===== src/rtl/fib_chuan_split.sv =====
// fib_chuan_split
//   Receive-side splitter for frames built by the Fibonacci-codeword
//   concatenator. A frame is a packed bit vector in_F with a companion
//   marker mask in_S; each set bit of in_S marks the MSB of one codeword.
//   The frame is scanned LSB-first, one bit per cycle. Each codeword is
//   presented right-aligned and zero-extended on out_f.
//
// Ports
//   clk        rising-edge clock
//   rst        asynchronous, active-low reset
//   en         frame strobe, sampled only while idle (busy=0)
//   in_F       concatenated codeword bits
//   in_S       end-of-codeword marker mask
//   out_f      extracted codeword (right-aligned)
//   out_valid  out_f holds a codeword
//   out_ready  consumer accepts out_f on out_valid & out_ready
//   busy       frame in progress
//   done       one-cycle pulse at end of frame
//   words      codewords emitted in the current/last frame
//   err        frame format error, sticky until the next accepted frame
//   state_dbg  current FSM state (IDLE=0, SCAN=1, EMIT=2, FIN=3)
//
// Handshake: out_f and words are held stable while out_valid=1 and
//   out_ready=0; a codeword is consumed on the rising edge where
//   out_valid and out_ready are both 1, and out_valid drops after it.
module fib_chuan_split #(
    parameter int W_IN      = 64,
    parameter int W_OUT     = 32,
    parameter int MAX_WORDS = 2
) (
    input  logic              clk,
    input  logic              rst,
    input  logic              en,
    input  logic [W_IN-1:0]   in_F,
    input  logic [W_IN-1:0]   in_S,
    output logic [W_OUT-1:0]  out_f,
    output logic              out_valid,
    input  logic              out_ready,
    output logic              busy,
    output logic              done,
    output logic [1:0]        words,
    output logic              err,
    output logic [1:0]        state_dbg
);

    localparam int LW = $clog2(W_OUT + 1);
    localparam int IW = $clog2(W_OUT);
    localparam logic [LW-1:0] LEN_MAX = LW'(W_OUT);

    typedef enum logic [1:0] {
        IDLE = 2'd0,
        SCAN = 2'd1,
        EMIT = 2'd2,
        FIN  = 2'd3
    } state_t;

    state_t            state;
    logic [W_IN-1:0]   fr;
    logic [W_IN-1:0]   sr;
    logic [W_OUT-1:0]  acc;
    logic [W_OUT-1:0]  acc_nx;
    logic [LW-1:0]     len;

    assign state_dbg = state;

    // Accumulator including the bit being scanned this cycle; once the
    // codeword already fills W_OUT bits the new bit is dropped.
    always_comb begin
        acc_nx = acc;
        if (len < LEN_MAX) begin
            acc_nx[len[IW-1:0]] = fr[0];
        end
    end

    always_ff @(posedge clk or negedge rst) begin
        if (!rst) begin
            state     <= IDLE;
            fr        <= '0;
            sr        <= '0;
            acc       <= '0;
            len       <= '0;
            out_f     <= '0;
            out_valid <= 1'b0;
            busy      <= 1'b0;
            done      <= 1'b0;
            words     <= '0;
            err       <= 1'b0;
        end else begin
            case (state)
                IDLE: begin
                    if (en) begin
                        fr    <= in_F;
                        sr    <= in_S;
                        acc   <= '0;
                        len   <= '0;
                        words <= '0;
                        err   <= 1'b0;
                        busy  <= 1'b1;
                        state <= SCAN;
                    end
                end

                SCAN: begin
                    if (sr == '0) begin
                        // No marker left: any remaining data bits are orphaned.
                        if (fr != '0) begin
                            err <= 1'b1;
                        end
                        done  <= 1'b1;
                        state <= FIN;
                    end else begin
                        fr <= fr >> 1;
                        sr <= sr >> 1;
                        if (len < LEN_MAX) begin
                            acc <= acc_nx;
                            len <= len + LW'(1);
                        end else begin
                            err <= 1'b1;
                        end
                        if (sr[0]) begin
                            out_f     <= acc_nx;
                            out_valid <= 1'b1;
                            // A Fibonacci codeword's top bit is always 1.
                            if (!fr[0]) begin
                                err <= 1'b1;
                            end
                            state <= EMIT;
                        end
                    end
                end

                EMIT: begin
                    if (out_ready) begin
                        out_valid <= 1'b0;
                        words     <= words + 2'd1;
                        acc       <= '0;
                        len       <= '0;
                        if (int'(words) + 1 == MAX_WORDS) begin
                            // Frame is full; any marker still pending is excess.
                            if (sr != '0) begin
                                err <= 1'b1;
                            end
                            done  <= 1'b1;
                            state <= FIN;
                        end else begin
                            state <= SCAN;
                        end
                    end
                end

                FIN: begin
                    done  <= 1'b0;
                    busy  <= 1'b0;
                    state <= IDLE;
                end

                default: begin
                    state <= IDLE;
                end
            endcase
        end
    end

endmodule


===== config.mk =====
export PLATFORM = sky130hd
export DESIGN_NAME = fib_chuan_split
export DESIGN_NICKNAME = d
export VERILOG_FILES = /design/src/rtl/fib_chuan_split.sv
export SDC_FILE = /design/constraint.sdc
export NUM_CORES = 1
export LEC_CHECK = 0
export BUFFER_PORTS_ARGS = -buffer_cell sky130_fd_sc_hd__buf_2
export CAP_MARGIN = 20
export CELL_PAD_IN_SITES_DETAIL_PLACEMENT = 1
export CELL_PAD_IN_SITES_GLOBAL_PLACEMENT = 1
export CORE_MARGIN = 5
export CORE_UTILIZATION = 45
export CTS_BUF_LIST = sky130_fd_sc_hd__clkbuf_4
export CTS_CLUSTER_SIZE = 12
export DETAILED_ROUTE_END_ITERATION = 7
export GPL_ROUTABILITY_DRIVEN = 0
export GPL_TIMING_DRIVEN = 1
export PLACE_DENSITY_LB_ADDON = 0.08
export RECOVER_POWER = 25
export SLEW_MARGIN = 30
export SYNTH_ARGS = -nofsm -noshare
export SYNTH_HDL_FRONTEND = slang
export SYNTH_SLANG_ARGS = --single-unit

===== constraint.sdc =====
create_clock -name clk -period 3.3 [get_ports clk]
set_input_delay 0.66 -clock clk [delete_from_list [all_inputs] [get_ports clk]]
set_output_delay 0.66 -clock clk [all_outputs]
set_load 0.02 [all_outputs]

Word level (Yosys, flattened, before mapping). Index checks and enable logic that the tools add are counted.

$add $sub $neg: 3. Magnitude comparators: 3. Eq/ne operators: 14. Mux-type cells: 49. Bitwise operators: 1. Reduce and logical (&&, ||, !) cells: 20.

Operators by type and width (count): 2-to-1 mux 64 bit (4); case mux 64 bit (2 select lines) (2); 2-to-1 mux 32 bit (5); nonzero test 64 bit (2); case mux 32 bit (3 select lines) (1); logical NOT 64 bit (1); bitwise mux 32 bit (1); 2-to-1 mux 6 bit (4); case mux 6 bit (3 select lines) (1); 2-to-1 mux 1 bit (17); inequality test 2 bit, second input constant (8); 2-to-1 mux 2 bit (7); AND reduction 3 bit (4); case mux 2 bit (4 select lines) (1); AND reduction 4 bit (2); nonzero test 2 bit (4); adder 6 x 1 -> 6 bit, second input constant (1); < comparator 5 x 6 -> 1 bit, second input constant (1); < comparator 6 bit, second input constant (1); inequality test 3 bit, second input constant (2); case mux 1 bit (3 select lines) (2); AND reduction 6 bit (1); nonzero test 3 bit (2); demux 1 bit (select 5 bit) (1); 13 further kinds (15).

Flip-flop bits (word level): 206. Input bits: 132. Output and inout port bits: 40. Logic and storage cells: 101.

Logic depth before layout (Yosys ltp). Gate-level depths: netlist of the first run.

Depth after elaboration: 9. Gate-level depth with buffers: 11. Mapped depth without buffers: 8.

Worst setup path before layout of the first run. OpenSTA, ideal clock, no wires.

Kind: flip-flop to flip-flop. From: register state[0], in the netlist state_dbg[0]. To: register len[4]. Setup time: 69 ps. Arrival: 2342 ps. Slack: 889 ps. Cell stages (with the launch flop): 11. Path buffers: 2. Clock period less this slack: 2411 ps. Cells stage by stage: dfrtp_1 -> inv_1 -> ha_1 -> clkbuf_1 -> nor2b_1 -> a21oi_2 -> nand3b_1 -> a21o_1 -> buf_2 -> or4b_1 -> nand3_1.

Longest elaborated chain between the ends: 3. Elaborated cells between the ends (all ways): 10. Classes of those cells: 6 x eq/ne; 1 x mux; 3 x reduce/logical.

RTL lines: start: declaration (line 57) `state_t state;`; start signal: assignment (line 77) `state <= IDLE;`; start signal: assignment (line 99) `state <= SCAN;`; start signal: assignment (line 110) `state <= FIN;`; equality test 2 x 1 -> 1 bit, or another cell as far along (line 89) `case (state)`; inequality test 2 bit (no line) / nonzero test 3 bit (equally long branches); AND reduction 5 bit (no line); end signal: assignment (line 116) `len <= len + LW'(1);`; end: declaration (line 62) `logic [LW-1:0] len;`.

Several ways; a longest one is shown, not always the timed one. A chain may end at the register's enable or synchronous reset.

Final worst setup path of the first run.
From: register sr[28]. To: register acc[16].

Longest elaborated chain between the ends: 3.

RTL lines: start: declaration (line 59) `logic [W_IN-1:0] sr;`; start signal: assignment (line 93) `sr <= in_S;`; start signal: assignment (line 113) `sr <= sr >> 1;`; logical NOT 64 bit (line 104) `if (sr == '0) begin`; inequality test 2 bit (no line); AND reduction 5 bit (no line); end signal: assignment (line 115) `acc <= acc_nx;`; end: declaration (line 60) `logic [W_OUT-1:0] acc;`.

No other way between the ends.

==> flow_metrics.tcl, run 1 <==
set metrics [dict create \
    ios 172 \
    max_freq_ghz 0.352 \
    viasPerCell 5.47 \
    antenna_found_initial 4 \
    hold_viol_final 0 \
    synth_top_family_by_area "simple AND/OR/NAND/NOR gates" \
    syn-mean-instance-area_um2 9.69 \
    p_per_area_nw_per_um2 1040 \
    die_w_um 158 \
    synthSimpleGateAreaFrac_pct 16.3 \
    mostFrequentLayoutCell "dfrtp_1" \
    ys_ff_latch 206 \
    setup_viol 0 \
    yosysTopAreaCell "dfrtp_1" \
    clockBufferDepth 3 \
    cts_sinks 206 \
    ys_async_sr_fraction_pct 100 \
    synth_cell_types 45 \
    antenna_left 0 \
    wl_per_cell_um 18.4 \
    h-tree-depth 2 \
    vias 8285 \
    cpMaxStageDelayCell "nor4_4" \
    dr_wl_met3_mm 1.43 \
    p_int_uw 6870 \
    drt_iter0_drc 316 \
    seqPwrFrac_pct 37.1 \
    final_util_pct 53.8 \
    cp_data_arrival_time_ns 3.35 \
    cp_top_family "simple AND/OR/NAND/NOR gates" \
    rsz0062_at_grt "no" \
    rows 54 \
    clkSlewWorstSetupHoldPaths_ns 0.06 \
    synthTopCellsByArea "dfrtp_1, mux2i_1, a21oi_1" \
    top_layer_used "met5" \
    chipHeight_um 158 \
    crit_path_start_kind "register" \
    nNetsFinal 1337 \
    wl_met2_mm 13.6 \
    regArea_um2 5150 \
    die-area_um2 25100 \
    worstPathCellList "nor4_1 -> nand4_1 -> nor4_4 -> nor3b_2 -> nand2_1 -> buf_4 -> o221ai_1" \
    start_util_pct 45.5 \
    cts_tree "yes" \
    finalMaxSlewViolations 80 \
    worstPathRequired_ns 3.81 \
    io_buffers 171 \
    hold_path.class "in -> reg" \
    synth_enable_flop_cells 0 \
    area_growth_pct 18.2 \
    hold_buffers 0 \
    ys_seq_area_share_pct 52.1 \
    wl_met1_mm 12.5 \
    synth_area_um2 9900 \
    numCtsBuffers 57 \
    synth_ff_type "dfrtp_1" \
    fin_skew_ns 0.0288 \
    yosysTopAreaCellShare_pct 52.1 \
    combPwrFrac_pct 44.1 \
    cts_root_buf "clkbuf_4" \
    synth_xor_area_share_pct 0.0885 \
    fill_cells 2563 \
    p_sw_share_pct 43.4 \
    postCtsResizedCells 0 \
    synth-compound-area-share_pct 13.1 \
    syn_nets 1163 \
    yosys_warnings 0 \
    clk-insertion-delay-late_ns 0.68 \
    grt.total_usage_pct 22.3 \
    p_clk_share_pct 18.8 \
    coreArea_um2 21800 \
    max-cap-violations 1 \
    synthMuxAreaShare_pct 13.6 \
    layout_common_cells "dfrtp_1, buf_2, nor2_1, a21oi_1, mux2i_1" \
    switchingPower_uw 5260 \
    period_needed_ns 2.84 \
    multiInputGateArea_um2 4410 \
    post_cts_buffers 0 \
    max-slew-margin-rel_pct -43.0 \
    synthAdderAreaFrac_pct 1.14 \
    netlist_instances 1022 \
    post-route-period-util_pct 86.0 \
    leakage_uw 0.00517 \
    grt_overflow 0 \
    routed_wl_mm 27.9 \
    drcViolationCount 0 \
    firstDrtPassIters 4 \
    dp_hpwl_mm 19.3 \
    outcome "complete, but fails checks" \
    worstMarginPinSlew_ns 2.14 \
    grt_pass1_vias 8877 \
    end_kind "register" \
    crit_fanout 32 \
    criticalPathCategory "reg -> reg" \
    crit_buf_inv 1 \
    drive_gt1_share_pct 23.6 \
    ir_worst_vdd_v 0.000597 \
    slowest_delay_ns 0.70 \
    fin_tns_setup_ns 0 \
    violations "max-capacitance violations, max-slew violations" \
    grt_max_degree 134 \
    grt_pass1_wl_mm 45.2 \
]
==> power by group through the flow <==
stage          logic [uW]  registers [uW]  clock network [uW]
2_1_floorplan        3850            4560                   0
3_3_place_gp         5220            4510                   0
3_5_place_dp         5390            4550                   0
4_1_cts              5420            4510                2350
5_1_grt              5970            4640                2480
6_report             5350            4500                2280
==> synthesized netlist by cell type (7+ instances only) <==
master,n
inv_1,13
clkbuf_1,33
buf_1,7
nand2_1,97
nand4_1,8
o221ai_1,28
ha_1,9
nand3_1,32
mux2i_1,133
dfrtp_1,206
a21oi_1,139
buf_2,34
a31oi_1,28
nor4_1,33
nor2_1,166
==> state kept, by name, summed over array words and instances (netlist names), 2 cells and up <==
signal / count
len: 6
out_f: 32
state_dbg: 2
words: 2
acc: 32
sr: 64
fr: 64
==> logic make-up (layout without fill, tap and decap cells) <==
kind of cell | count (synthesis) | after routing
adders and majority gates | 9 | 9
buffers and inverters | 88 | 298
DFF | 206 | 206
and+or+nand+nor | 363 | 363
other | 0 | 3
muxes | 134 | 134
AOI/OAI and AO/OA | 221 | 221
xor gates and xnor gates | 1 | 1
==> worst paths after layout <==
check                           cells past startpoint          startpoint  slack, ns                   end
worst min-delay path                                3            in_S[63]       0.26    sr[63]$_DFFE_PN0P_
worst min register to register                      2  acc[2]$_DFFE_PN0P_       0.49    acc[2]$_DFFE_PN0P_
max in group asynchronous                           2                 rst       0.75    sr[59]$_DFFE_PN0P_
worst max register to register                      7  sr[28]$_DFFE_PN0P_       0.46   acc[16]$_DFFE_PN0P_
worst max-delay path                                7  sr[28]$_DFFE_PN0P_       0.46   acc[16]$_DFFE_PN0P_
min in group asynchronous                           1                 rst       0.61  out_f[7]$_DFFE_PN0P_
==> tightest hold or removal path: cells and delay by family <==
kind / cells / cell delay, ns
AOI/OAI and AO/OA: 1 / 0.07
and+or+nand+nor: 1 / 0.06
buffers and inverters: 1 / 0.09
==> final cells by class <==
class                   instances  share of cell area (%)
flip-flops and latches        206                    44.1
multi-input cells             728                    37.7
repair buffers                190                    8.85
clock buffers                  89                    5.71
well taps                     280                    2.99
inverters                      13                   0.417
clock inverters                 6                   0.192
diodes                          3                  0.0642
==> metal layers <==
layer | vias to the layer above | track usage (%)
li1 | 4031 | -
met1 | 4030 | 29.3
met2 | 183 | 37.7
met3 | 39 | 5.19
met4 | 2 | 5.16
met5 | - | 0
==> per-stage QoR <==
| step | hold WS, ns | worst slack, ns | cell area (um2) | instances | power, uW |
|---|---|---|---|---|---|
| after floorplan | 0.364 | 0.889 | 9900 | 1022 | 8410 |
| after detailed placement | 0.481 | 0.452 | 11000 | 1417 | 9940 |
| final | 0.257 | 0.460 | 11700 | 1515 | 12100 |
| after global routing | 0.231 | 0.261 | 11700 | 1514 | 13100 |
| after global placement | 0.468 | 0.508 | 11000 | 1417 | 9730 |
| after CTS | 0.0105 | 0.432 | 11700 | 1512 | 12300 |
Note: power is estimated with default switching activity, not from simulation.
==> run 2: changes to the inputs <==
- CORE_UTILIZATION: 45 -> 40
- RECOVER_POWER: 25 -> 50
- clock period: 3.3 -> 2.4 ns (I/O delays scaled with it)
==> run 2 against run 1 <==
The run now ends clean. Setup slack lost 0.36 ns. Critical path depth unchanged. Fmax is 24% higher. Final area grew 3.8%. First-iteration DRC count up 55%. Via count is 1.5% higher. Combinational power increased by 45%. Cell count grew 5.6%. Global-route usage decreased by 2.4 points. Sequential power grew 38%. Die area is 12% higher. Critical path type unchanged. Highest routed layer unchanged.
==> flow_metrics.tcl, run 2 (synthesis gave the netlist of run 1 again) <==
set metrics [dict create \
    reg.largest.list "fr: 64 flops, sr: 64 flops" \
    finalMaxSlewViolations 0 \
    drt_iter0_drc 491 \
    grt_overflow 0 \
    cp_data_arrival_time_ns 2.82 \
    period_needed_ns 2.30 \
    fin_skew_ns 0.0470 \
    antenna_found_initial 5 \
    use_met2_pct 33.6 \
    cts_tree "yes" \
    post-route-period-util_pct 95.7 \
    hold_viol_final 0 \
    io_buffers 171 \
    grt_pass1_wl_mm 46.6 \
    clkSlewWorstSetupHoldPaths_ns 0.07 \
    crit_buf_inv 1 \
    end_kind "register" \
    setup_viol 0 \
    ios 172 \
    chipHeight_um 167 \
    final_util_pct 49.9 \
    grt_pass1_vias 8932 \
    post_dp_cell_area_um2 11300 \
    dp_hpwl_mm 19.4 \
    area_growth_pct 22.7 \
    cp_top_family "simple AND/OR/NAND/NOR gates" \
    met1_usage_pct 26.0 \
    leakage_uw 0.00532 \
    crit_path_start_kind "register" \
    h-tree-depth 2 \
    max_freq_ghz 0.435 \
    clk-insertion-delay-late_ns 0.69 \
    die_w_um 167 \
    antenna_left 0 \
    start_util_pct 40.7 \
    criticalPathCategory "reg -> reg" \
    crit_fanout 9 \
    routed_wl_mm 28.3 \
    worstPathRequired_ns 2.93 \
    use_met3_pct 4.83 \
    holdWs_ns 0.0897 \
    outcome "finished, final reports clean" \
    fin_area_um2 12100 \
    clockBufferDepth 3 \
    rows 57 \
    fin_tns_setup_ns 0 \
    ir_worst_vdd_v 0.000673 \
    coreArea_um2 24300 \
    busiest_layer "met2" \
    drive_gt1_share_pct 24.4 \
    rsz0062_at_grt "no" \
    slowest_delay_ns 0.42 \
    cts_sinks 206 \
    grt.total_usage_pct 19.9 \
    p_per_area_nw_per_um2 1430 \
    cts_root_buf "clkbuf_4" \
    hold_path.class "in -> reg" \
    mostFrequentLayoutCell "dfrtp_1" \
    wl_per_cell_um 17.7 \
    die-area_um2 28000 \
    p_total_uw 17400 \
    viasPerCell 5.26 \
    max-slew-margin-rel_pct 32.9 \
    worstMarginPinSlew_ns 1.01 \
    max-cap-violations 0 \
    nNetsFinal 1366 \
    firstDrtPassIters 4 \
    worstPathCellList "nor4_2 -> nand4_1 -> nor4_4 -> buf_6 -> o21ai_1 -> or2_0 -> o32a_1" \
    numCtsBuffers 58 \
    vias 8410 \
    layout_common_cells "dfrtp_1, nor2_1, buf_2, a21oi_1, mux2i_1" \
    drcViolationCount 0 \
    grt_max_degree 94 \
    cpMaxStageDelayCell "dfrtp_1" \
]
-- run 2: changes by cell type in the layout (fill, tap and decap cells not counted), sizes merged --
cell	delta
buf	+7
bufinv	+1
clkinv	+7
dlygate4sd3	+3
inv	+1
clkbuf	+22
-- run 2: layer usage --
layer,routed length [um],up-vias
met5,57,-
met4,368,8
met3,1420,42
met2,13900,172
met1,12500,4091
li1,-,4097
-- run 2: final timing paths --
kind / start / endpoint / slack (ns) / cells after the start
max: sr[36]$_DFFE_PN0P_ / state_dbg[0]$_DFFE_PN0P_ / 0.10 / 7
min: in_S[31] / sr[31]$_DFFE_PN0P_ / 0.09 / 3
max reg2reg: sr[36]$_DFFE_PN0P_ / state_dbg[0]$_DFFE_PN0P_ / 0.10 / 7
min reg2reg: acc[25]$_DFFE_PN0P_ / acc[25]$_DFFE_PN0P_ / 0.49 / 2
max in group asynchronous: rst / fr[50]$_DFFE_PN0P_ / 0.47 / 3
min in group asynchronous: rst / acc[13]$_DFFE_PN0P_ / 0.53 / 2
-- run 2: layout make-up --
type	instances	area (um2)
well taps	324	405
clock buffers	93	698
clock inverters	15	87.6
multi-input cells	728	4430
fillers	2888	12200
repair buffers	218	1310
diodes	3	7.51
inverters	13	48.8
flip-flops and latches	206	5160
-- run 2: worst min-delay path, cell delays in order --
cell	delay, ns
buf_2	0.07
mux2i_1	0.05
a21oi_1	0.13
-- run 2: metrics by stage --
step / setup WS [ns] / instances
final: 0.103 / 1600
after global routing: 0.00131 / 1599
after CTS: 0.0136 / 1596
after detailed placement: 0.0270 / 1486
after global placement: 0.0622 / 1486
after floorplan: 0.0743 / 1022
-- run 2: power by group --
| group | switching (uW) | total [uW] | internal (uW) |
|---|---|---|---|
| registers | 1220 | 6210 | 5000 |
| logic | 4680 | 7760 | 3080 |
| clock network | 1540 | 3400 | 1860 |
-- run 2: what timing repair did --
action | 4_1_cts | 5_1_grt
setup endpoints to repair | 1 | 82
hold buffers | 2 | 1
gates resized for setup | 4 | 3
buffers inserted | 0 | 0
pin swaps | 1 | 2
hold endpoints to repair | 33 | 1
